===== src/rtl/ps2_mouse_pkg.sv =====
// rtl/ps2_mouse_pkg.sv - shared states, PS/2 command/response bytes and error codes for the mouse init sequencer
package ps2_mouse_pkg;

    typedef enum logic [3:0] {
        ST_IDLE,
        ST_SEND,
        ST_WAIT_TX,
        ST_WAIT_ACK,
        ST_WAIT_BAT,
        ST_WAIT_ID,
        ST_NEXT,
        ST_RESTART,
        ST_STREAM,
        ST_ERROR
    } state_e;

    typedef enum logic [1:0] {
        RESP_ACK,
        RESP_ACK_BAT_ID,
        RESP_ACK_ID
    } resp_kind_e;

    localparam logic [7:0] CMD_RESET  = 8'hFF;
    localparam logic [7:0] CMD_RATE   = 8'hF3;
    localparam logic [7:0] CMD_GETID  = 8'hF2;
    localparam logic [7:0] CMD_STREAM = 8'hF4;

    localparam logic [7:0] RSP_ACK    = 8'hFA;
    localparam logic [7:0] RSP_RESEND = 8'hFE;
    localparam logic [7:0] RSP_ERR    = 8'hFC;
    localparam logic [7:0] RSP_BAT_OK = 8'hAA;

    localparam logic [2:0] ERR_NONE     = 3'd0;
    localparam logic [2:0] ERR_TX_TMO   = 3'd1;
    localparam logic [2:0] ERR_RESP_TMO = 3'd2;
    localparam logic [2:0] ERR_BAT_TMO  = 3'd3;
    localparam logic [2:0] ERR_BAD_ID   = 3'd4;
    localparam logic [2:0] ERR_DEV      = 3'd5;

    localparam int STEP_W = 4;
`ifdef MOUSE_WHEEL_EN
    localparam int SCRIPT_LEN = 11;
`else
    localparam int SCRIPT_LEN = 4;
`endif

    function automatic int retry_width(input int max_retry);
        return (max_retry < 1) ? 1 : $clog2(max_retry + 1);
    endfunction

endpackage


===== src/rtl/ps2_mouse_cmd_rom.sv =====
// rtl/ps2_mouse_cmd_rom.sv - init script lookup: step -> command byte, expected reply kind, last flag
module ps2_mouse_cmd_rom
    import ps2_mouse_pkg::*;
#(
    parameter logic [7:0] SAMPLE_RATE = 8'd100
) (
    input  logic [STEP_W-1:0] step_i,
    output logic [7:0]        byte_o,
    output resp_kind_e        kind_o,
    output logic              last_o
);

    always_comb begin
        byte_o = CMD_STREAM;
        kind_o = RESP_ACK;
        last_o = (step_i == STEP_W'(SCRIPT_LEN - 1));
        case (step_i)
            4'd0: begin
                byte_o = CMD_RESET;
                kind_o = RESP_ACK_BAT_ID;
            end
            4'd1: byte_o = CMD_RATE;
            4'd2: byte_o = SAMPLE_RATE;
`ifdef MOUSE_WHEEL_EN
            // IntelliMouse knock: rates 200, 100, 80 then read the ID back
            4'd3: byte_o = CMD_RATE;
            4'd4: byte_o = 8'hC8;
            4'd5: byte_o = CMD_RATE;
            4'd6: byte_o = 8'h64;
            4'd7: byte_o = CMD_RATE;
            4'd8: byte_o = 8'h50;
            4'd9: begin
                byte_o = CMD_GETID;
                kind_o = RESP_ACK_ID;
            end
`endif
            default: byte_o = CMD_STREAM;
        endcase
    end

endmodule


===== src/rtl/ps2_mouse_init_seq.sv =====
// rtl/ps2_mouse_init_seq.sv - PS/2 mouse bring-up sequencer to stream mode; MOUSE_WHEEL_EN adds the wheel knock
module ps2_mouse_init_seq
    import ps2_mouse_pkg::*;
#(
    parameter int unsigned ACK_TIMEOUT = 2_000_000,
    parameter int unsigned BAT_TIMEOUT = 100_000_000,
    parameter int          MAX_RETRY   = 3,
    parameter logic [7:0]  SAMPLE_RATE = 8'd100
) (
    input  logic       clk,
    input  logic       reset,
    input  logic       start,
    input  logic       tx_done_sig,
    input  logic       rx_done_sig,
    input  logic [7:0] d_rec,
    output logic       send_en,
    output logic [7:0] d_send,
    output logic       busy,
    output logic       ready,
    output logic       err,
    output logic [2:0] err_code,
    output logic [7:0] dev_id,
    output logic       pkt_valid,
    output logic [7:0] pkt_data
);

    localparam int RETRY_W = retry_width(MAX_RETRY);
    localparam logic [RETRY_W-1:0] RETRY_MAX = RETRY_W'(MAX_RETRY);

    state_e              state_q, state_d;
    logic [STEP_W-1:0]   step_q, step_d;
    logic [RETRY_W-1:0]  retry_q, retry_d;
    logic [31:0]         cnt_q, cnt_d;
    logic [2:0]          code_q, code_d;
    logic [7:0]          dev_id_q, dev_id_d;

    logic [7:0]  rom_byte;
    resp_kind_e  rom_kind;
    logic        rom_last;
    logic        waiting;
    logic        tmo;

    ps2_mouse_cmd_rom #(
        .SAMPLE_RATE (SAMPLE_RATE)
    ) u_rom (
        .step_i (step_q),
        .byte_o (rom_byte),
        .kind_o (rom_kind),
        .last_o (rom_last)
    );

    assign waiting = (state_q == ST_WAIT_TX) || (state_q == ST_WAIT_ACK) ||
                     (state_q == ST_WAIT_BAT) || (state_q == ST_WAIT_ID);
    assign tmo = (state_q == ST_WAIT_BAT) ? (cnt_q == 32'(BAT_TIMEOUT - 1))
                                          : (cnt_q == 32'(ACK_TIMEOUT - 1));

    always_ff @(posedge clk or posedge reset) begin
        if (reset) begin
            state_q  <= ST_IDLE;
            step_q   <= '0;
            retry_q  <= '0;
            cnt_q    <= '0;
            code_q   <= ERR_NONE;
            dev_id_q <= 8'h00;
        end else begin
            state_q  <= state_d;
            step_q   <= step_d;
            retry_q  <= retry_d;
            cnt_q    <= cnt_d;
            code_q   <= code_d;
            dev_id_q <= dev_id_d;
        end
    end

    always_comb begin
        state_d  = state_q;
        step_d   = step_q;
        retry_d  = retry_q;
        code_d   = code_q;
        dev_id_d = dev_id_q;
        case (state_q)
            ST_IDLE, ST_STREAM, ST_ERROR: begin
                if (start) begin
                    state_d = ST_SEND;
                    step_d  = '0;
                    retry_d = '0;
                    code_d  = ERR_NONE;
                end
            end
            ST_SEND: state_d = ST_WAIT_TX;
            ST_WAIT_TX: begin
                // a response byte arriving before tx_done is not ours to consume
                if (tx_done_sig) begin
                    state_d = ST_WAIT_ACK;
                end else if (tmo) begin
                    state_d = ST_RESTART;
                    code_d  = ERR_TX_TMO;
                end
            end
            ST_WAIT_ACK: begin
                if (rx_done_sig) begin
                    if (d_rec == RSP_ACK) begin
                        case (rom_kind)
                            RESP_ACK_BAT_ID: state_d = ST_WAIT_BAT;
                            RESP_ACK_ID:     state_d = ST_WAIT_ID;
                            default:         state_d = ST_NEXT;
                        endcase
                    end else if (d_rec == RSP_RESEND && retry_q != RETRY_MAX) begin
                        state_d = ST_SEND;
                        retry_d = retry_q + RETRY_W'(1);
                    end else begin
                        state_d = ST_RESTART;
                        code_d  = ERR_DEV;
                    end
                end else if (tmo) begin
                    state_d = ST_RESTART;
                    code_d  = ERR_RESP_TMO;
                end
            end
            ST_WAIT_BAT: begin
                if (rx_done_sig) begin
                    if (d_rec == RSP_BAT_OK) begin
                        state_d = ST_WAIT_ID;
                    end else begin
                        state_d = ST_RESTART;
                        code_d  = ERR_BAD_ID;
                    end
                end else if (tmo) begin
                    state_d = ST_RESTART;
                    code_d  = ERR_BAT_TMO;
                end
            end
            ST_WAIT_ID: begin
                if (rx_done_sig) begin
`ifdef MOUSE_WHEEL_EN
                    if (rom_kind == RESP_ACK_ID && d_rec != 8'h03 && d_rec != 8'h00) begin
                        state_d = ST_RESTART;
                        code_d  = ERR_BAD_ID;
                    end else begin
                        dev_id_d = d_rec;
                        state_d  = ST_NEXT;
                    end
`else
                    dev_id_d = d_rec;
                    state_d  = ST_NEXT;
`endif
                end else if (tmo) begin
                    state_d = ST_RESTART;
                    code_d  = ERR_RESP_TMO;
                end
            end
            ST_NEXT: begin
                if (rom_last) begin
                    state_d = ST_STREAM;
                end else begin
                    state_d = ST_SEND;
                    step_d  = step_q + STEP_W'(1);
                end
            end
            ST_RESTART: begin
                if (retry_q == RETRY_MAX) begin
                    state_d = ST_ERROR;
                end else begin
                    state_d = ST_SEND;
                    step_d  = '0;
                    retry_d = retry_q + RETRY_W'(1);
                end
            end
            default: state_d = ST_IDLE;
        endcase
    end

    // timeout window restarts whenever the state changes, including FE resends
    always_comb begin
        cnt_d = '0;
        if (waiting && state_d == state_q) begin
            cnt_d = cnt_q + 32'd1;
        end
    end

    assign send_en   = (state_q == ST_SEND);
    assign d_send    = (state_q == ST_SEND || state_q == ST_WAIT_TX) ? rom_byte : 8'h00;
    assign busy      = !(state_q == ST_IDLE || state_q == ST_STREAM || state_q == ST_ERROR);
    assign ready     = (state_q == ST_STREAM);
    assign err       = (state_q == ST_ERROR);
    assign err_code  = (state_q == ST_ERROR) ? code_q : ERR_NONE;
    assign dev_id    = dev_id_q;
    assign pkt_valid = (state_q == ST_STREAM) && rx_done_sig;
    assign pkt_data  = (state_q == ST_STREAM) ? d_rec : 8'h00;

endmodule

===== config.mk =====
export PLATFORM = sky130hd
export DESIGN_NAME = ps2_mouse_init_seq
export DESIGN_NICKNAME = d
export VERILOG_FILES = /design/src/rtl/ps2_mouse_pkg.sv /design/src/rtl/ps2_mouse_cmd_rom.sv /design/src/rtl/ps2_mouse_init_seq.sv
export SDC_FILE = /design/constraint.sdc
export NUM_CORES = 1
export LEC_CHECK = 0
export CAP_MARGIN = 10
export CORE_MARGIN = 4
export CORE_UTILIZATION = 30
export DETAILED_ROUTE_END_ITERATION = 6
export PLACE_DENSITY_LB_ADDON = 0.3
export RECOVER_POWER = 25
export SETUP_SLACK_MARGIN = 0.02
export SLEW_MARGIN = 10
export SYNTH_ARGS = -nofsm -noshare
export SYNTH_HDL_FRONTEND = slang
export SYNTH_SLANG_ARGS = --single-unit

===== constraint.sdc =====
create_clock -name clk -period 6 [get_ports clk]
set_input_delay 0.6 -clock clk [delete_from_list [all_inputs] [get_ports clk]]
set_output_delay 0.6 -clock clk [all_outputs]
set_load 0.01 [all_outputs]

==> results.md <==
- Status: complete, but fails checks
- Failing checks: max-capacitance violations, max-slew violations
- Die X: between 100 and 150 um
- Setup crit start kind: input port
- #FFs+latches synth: 53
- CTS H-tree lvls: 2
- Period minus WS final: roughly 3.5 ns
- Synthesized area: around 3300 um2
- Detailed Routing Iterations Pass 1: 4
- Synthesized net count: between 300 and 400
- Layout Nets: between 400 and 500
- WP data required: ~5.8 ns
- Core area: 10,800 um2
- Syn avg cell area: ~8.7 um2
- Yosys synthesis warning count: 0
- Die area: approximately 13,000 um2
- Achievable Freq: roughly 290 MHz
- Clk_lat worst skew: ~0.31 ns
- Routed vias: between 2k and 3k
- Ys flop type: dfrtp_1
- First-pass GRT wire length: roughly 13 mm
- P&R area growth vs syn: 18.3%
- Via-per-instance ratio: approximately 5.1
- Final ANT Viol Nets: 0
- Setup TNS: 0 ns
- Initial antenna violation count: 0
- Area post-placement: between 3000 and 4000 um2
- Setup Fix Bufs, Post-CTS: 0
- Hold Path Class: reg -> reg
- Fraction of layout cells with a size suffix above 1: under 10%
- Root Driver: clkbuf_8
- Largest net degree at the start of global routing: 54
- Final Util: between 30% and 40%
- Post-route DRC: 0
- Hpwl dp: approximately 5.6 mm
- CTS hold repair buffers: 0
- P per Cell Area: around 310 nW/um2
- CTS max path bufs: 2
- Mapped Cells: 378
- Die Ht: between 100 and 150 um
- Critical path arrival: around 3.3 ns
- Peak fanout along the critical path: 53
- RSZ-0062 raised after global routing: false
- EDFF count, synth: 0
- CTS Buf Count: 5
- Fin. Hold Viols: 0
- CTS tree: done
- Count of pins over their slew limit: between 50 and 60
- Io pins: 45
- # diodes: 0
- Drt wl/cell: about 14 um
- Seq/Total Area, Yosys: between 40 and 50%
- Tot Pwr: 0.00123 W
- Synth cell types: a little under 60
- Initial core utilization: roughly 31%
- Initial DRC Count: 91
- Final instance area: roughly 3900 um2
- Num rows: 38
- Total GRT Usage: around an eighth
- Leakage: 1.50 nW
- Max_slew headroom: -95.3%
- Vias in the first global route: 2,653
- Overflow after GRT: 0
- Post-CTS resize count: 0
- Final setup viols: 0
- Post-synth ARST share: 100%
- Max Cap Violations: 1
- VDD IR max: 153 uV
- Crit end category: asynchronous set/reset pin
- RePlAce Congestion: about 0.86
- Worst-path clk slew: around 0.1 ns
- Worst-margin pin slew: about 2.9 ns
- CTS Sinks: 53
- CP Class: in -> async
- Crit share post-route: between 50% and 60%
- Clock skew: between 0.009 and 0.01 ns
- IO Port Bufs: 44
- Final WL: about 7.6 mm
-- layout make-up --
cell class              instances  area [um2]
flip-flops and latches         53        1330
repair buffers                 45         444
clock buffers                   5        68.8
well taps                     140         175
clock inverters                 3        21.3
inverters                      13        48.8
fillers                      1113        6890
multi-input cells             291        1820
-- power breakdown --
part | internal [W] | total [W] | switching (W) | leakage, nW
clock | 0.0000831 | 0.000207 | 0.000124 | 0.0445
sequential | 0.000405 | 0.000479 | 0.0000742 | 0.722
combinational | 0.000270 | 0.000544 | 0.000275 | 0.729
-- synthesized netlist by cell type (2+ instances only) --
cell type	n	area [um2]
nand2b_1	9	56.3
mux2_2	10	113
nand3b_1	2	15.0
o21ai_0	15	75.1
inv_1	13	48.8
a21o_1	2	15.0
a211oi_1	2	15.0
nor3_1	19	95.1
xnor2_1	17	149
and4_1	2	17.5
nor2b_1	4	25.0
and3_1	6	37.5
buf_2	4	20.0
nand2_1	33	124
ha_1	6	75.1
nor4b_1	3	26.3
or2_2	3	18.8
buf_1	4	15.0
nor2_1	44	165
and2_1	13	81.3
clkbuf_1	7	26.3
nand4_1	6	37.5
xor2_1	6	52.6
and4b_1	2	20.0
nor4_1	6	37.5
nand3_1	16	80.1
o22ai_1	2	12.5
a21oi_1	19	95.1
o32ai_1	2	17.5
nor3b_1	2	15.0
o31ai_1	2	15.0
dfrtp_1	53	1330
a31oi_1	4	25.0
buf_4	6	45.0
or3_1	11	68.8
-- worst max-delay path, stage by stage --
cell and delay, ns:
dlygate4sd3_1 0.54, clkinv_1 0.05, clkbuf_1 2.07
-- routing by layer --
layer  part of all wire, %  global-route usage (%)  vias up
met1                    46                    15.7     1325
li1                      -                       -     1394
met2                    48                    20.0       56
met5                     0                       0        -
met4                   1.7                    3.37        0
met3                   4.4                    2.30       13
-- sequential cells by signal, indices dropped and copies added (netlist names) --
signal   flops
dev_id       8
code_q       3
cnt_q       32
retry_q      2
state_q      4
step_q       4
-- final timing paths --
path / slack [ns] / start / cells past startpoint / endpoint
min in group asynchronous: 1.84 / reset / 3 / dev_id[5]$_DFFE_PP0P_
max in group clk: 2.78 / state_q[3]$_DFF_PP0_ / 4 / d_send[1]
min reg2reg: 0.52 / dev_id[1]$_DFFE_PP0P_ / 1 / dev_id[1]$_DFFE_PP0P_
max reg2reg: 2.95 / state_q[3]$_DFF_PP0_ / 5 / cnt_q[21]$_DFF_PP0_
max: 2.51 / reset / 3 / step_q[2]$_DFFE_PP0P_
min: 0.52 / dev_id[1]$_DFFE_PP0P_ / 1 / dev_id[1]$_DFFE_PP0P_
-- logic make-up after synthesis --
family                   Yosys count  share of synthesized area [%]
AND/OR/NAND/NOR                  189                           30.9
AO/OA/AOI/OAI                     62                           12.1
flip-flops                        53                           40.2
buffers and inverters             34                           4.70
XOR/XNOR                          23                           6.10
multiplexers                      10                           3.41
adder cells (fa/ha/maj)            7                           2.58
-- placed cells by master, fill, tap and decap left out, drive strengths merged, types with 3 or more instances in the layout --
master | Yosys | final
a31oi | 4 | 4
and4 | 3 | 3
or2 | 3 | 3
nor4 | 6 | 6
inv | 13 | 13
ha | 6 | 6
nand4 | 7 | 7
and3 | 6 | 6
o21ai | 15 | 15
nor3 | 20 | 20
nand3 | 16 | 16
nor2 | 44 | 44
mux2 | 10 | 10
or3 | 11 | 11
nand2b | 9 | 9
and2 | 13 | 13
clkbuf | 7 | 6
xor2 | 6 | 6
a21oi | 20 | 20
dfrtp | 53 | 53
xnor2 | 17 | 17
clkdlybuf4s50 | 0 | 43
nand2 | 33 | 33
nor4b | 4 | 4
nor2b | 4 | 4
-- metrics by stage --
stage / setup WS (ns) / hold slack, ns / instances
3_5_place_dp: 2.90 / 0.497 / 542
3_3_place_gp: 3.03 / 0.489 / 542
2_1_floorplan: 3.69 / 0.462 / 378
4_1_cts: 2.77 / 0.520 / 550
6_report: 2.51 / 0.516 / 550
5_1_grt: 1.81 / 0.528 / 550
No activity file was read; power rests on OpenSTA's default activity.
==> RTL edit (config.mk and constraints unchanged) <==
`BAT_TIMEOUT`: 100_000_000 -> 50_000_000.
--- a/src/rtl/ps2_mouse_init_seq.sv
+++ b/src/rtl/ps2_mouse_init_seq.sv
@@ -4,5 +4,5 @@
 #(
     parameter int unsigned ACK_TIMEOUT = 2_000_000,
-    parameter int unsigned BAT_TIMEOUT = 100_000_000,
+    parameter int unsigned BAT_TIMEOUT = 50_000_000,
     parameter int          MAX_RETRY   = 3,
     parameter logic [7:0]  SAMPLE_RATE = 8'd100
Check against the original RTL: same outputs for any inputs over 10 cycles, from zero or initial values and one cycle with reset high; that may be too few to reach the edited logic, so the function may still have changed.
==> RTL edit against the original RTL <==
- the flow still finishes with violations (max-capacitance violations, max-slew violations)
- worst hold slack got worse by 19 ps
- total power is 10% higher
- routed wire length rose by 3.4%
- sequential cell count is the same
- synthesized area shrank 0.57%
- design area fell by 0.99%
- highest routed layer unchanged
- setup slack better by 18 ps
- via count shrank 1.0%
==> RTL edit: results (changes against the original RTL) <==
| Metric | Value |
|---|---|
| Routed vias | `2759 (-1.0%)` |
| Part of the Yosys area used for sequential elements | `40.4% (+0.23 points)` |
| Met1 WL | `3640 um (+5.3%)` |
| Fillers | `1081 (-2.9%)` |
| Met3 WL | `468 um (+41%)` |
| All-Layer GR Usage | `13.0% (+1.1 points)` |
| Setup Skew | `13.1 ps (+3.66 ps)` |
| M2 GR Usage | `20.9% (+0.91 points)` |
| Drt initial violations | `72 (-21%)` |
| Cts hold-fix bufs | `0 (unchanged)` |
| Hold path startpoint | `retry_q[0]` |
| Slew Limit Fails | `54 (unchanged)` |
| Fraction of layout cells with a size suffix above 1 | `6.53% (-0.78 points)` |
| Worst setup path end | `cnt_q[27]` |
| Hold worst-path end | `retry_q[0]` |
| Met3 usage | `3.94% (+1.6 points)` |
| Antenna diodes | `0 (unchanged)` |
| Pleak | `1.52 nW (+1.7%)` |
| Relative slew margins | `-94.2% (+1.1 points)` |
| Clock share of power | `15.2% (-1.6 points)` |
| Max IR drop VDD | `0.205 mV (+34%)` |
| Result of the run | `finished, violations left` |
| Sequential share of power | `36.7% (-2.3 points)` |
| Violated checks | `max-capacitance violations, max-slew violations` |
| Crit-path slowest cell | `clkbuf_1` |
| Max cap viols | `1 (unchanged)` |
| Post-Synthesis Net Count | `383 (-3.5%)` |
| GP Congestion | `0.817 (-5.5%)` |
| Met2 wire len | `3600 um (-1.6%)` |
| Worst r2r dst | `cnt_q[14]` |
| Antenna violations before repair | `0 (unchanged)` |
| Reg2reg setup slack | `2880 ps (-70 ps)` |
| Wire per inst | `14.7 um (+6.5%)` |
| Synth area leaders | `dfrtp_1, nor2_1, xor2_1, and2_1, xnor2_1` |
| First-pass GRT wire length | `13800 um (+7.3%)` |
| Final Net Count | `416 (-2.8%)` |
| Post-synth cell types | `52 (-10%)` |
| Critical Path AT | `3270 ps (about the same)` |
| HPWL after DPL | `5670 um (+1.9%)` |
| Post-synth top cells | `dfrtp_1, nor2_1, nand3_1` |
| Grt met1 use | `17.2% (+1.5 points)` |
## RTL edit: cells by family after synthesis
group                    Yosys count  share of synthesized area (%)
AO/OA/AOI/OAI                     56                           11.3
flip-flops                        53                           40.4
buffers and inverters             31                           4.95
AND/OR/NAND/NOR                  183                           31.1
XOR/XNOR                          27                           7.20
multiplexers                       8                           2.74
adder cells (fa/ha/maj)            6                           2.29
## RTL edit: cell type report
| cell class | count | area share, % |
|---|---|---|
| Multi-Input combinational cell | 280 | 46.4 |
| Timing Repair Buffer | 45 | 11.5 |
| Clock buffer | 5 | 1.78 |
| Sequential cell | 53 | 34.3 |
| Tap cell | 136 | 4.40 |
| Inverter | 12 | 1.17 |
| Clock inverter | 3 | 0.453 |
## RTL edit: per-stage QoR
step	worst slack (ps)	instances	hold WS, ps	utilization [%]	instance area [sq um]
final	2530	534	497	36.8	3870
after detailed placement	2860	526	478	36.0	3780
after global placement	2980	526	476	36.0	3780
after floorplan	3320	364	455	-	3280
after global routing	1790	534	525	36.8	3870
after CTS	2730	534	504	36.8	3870
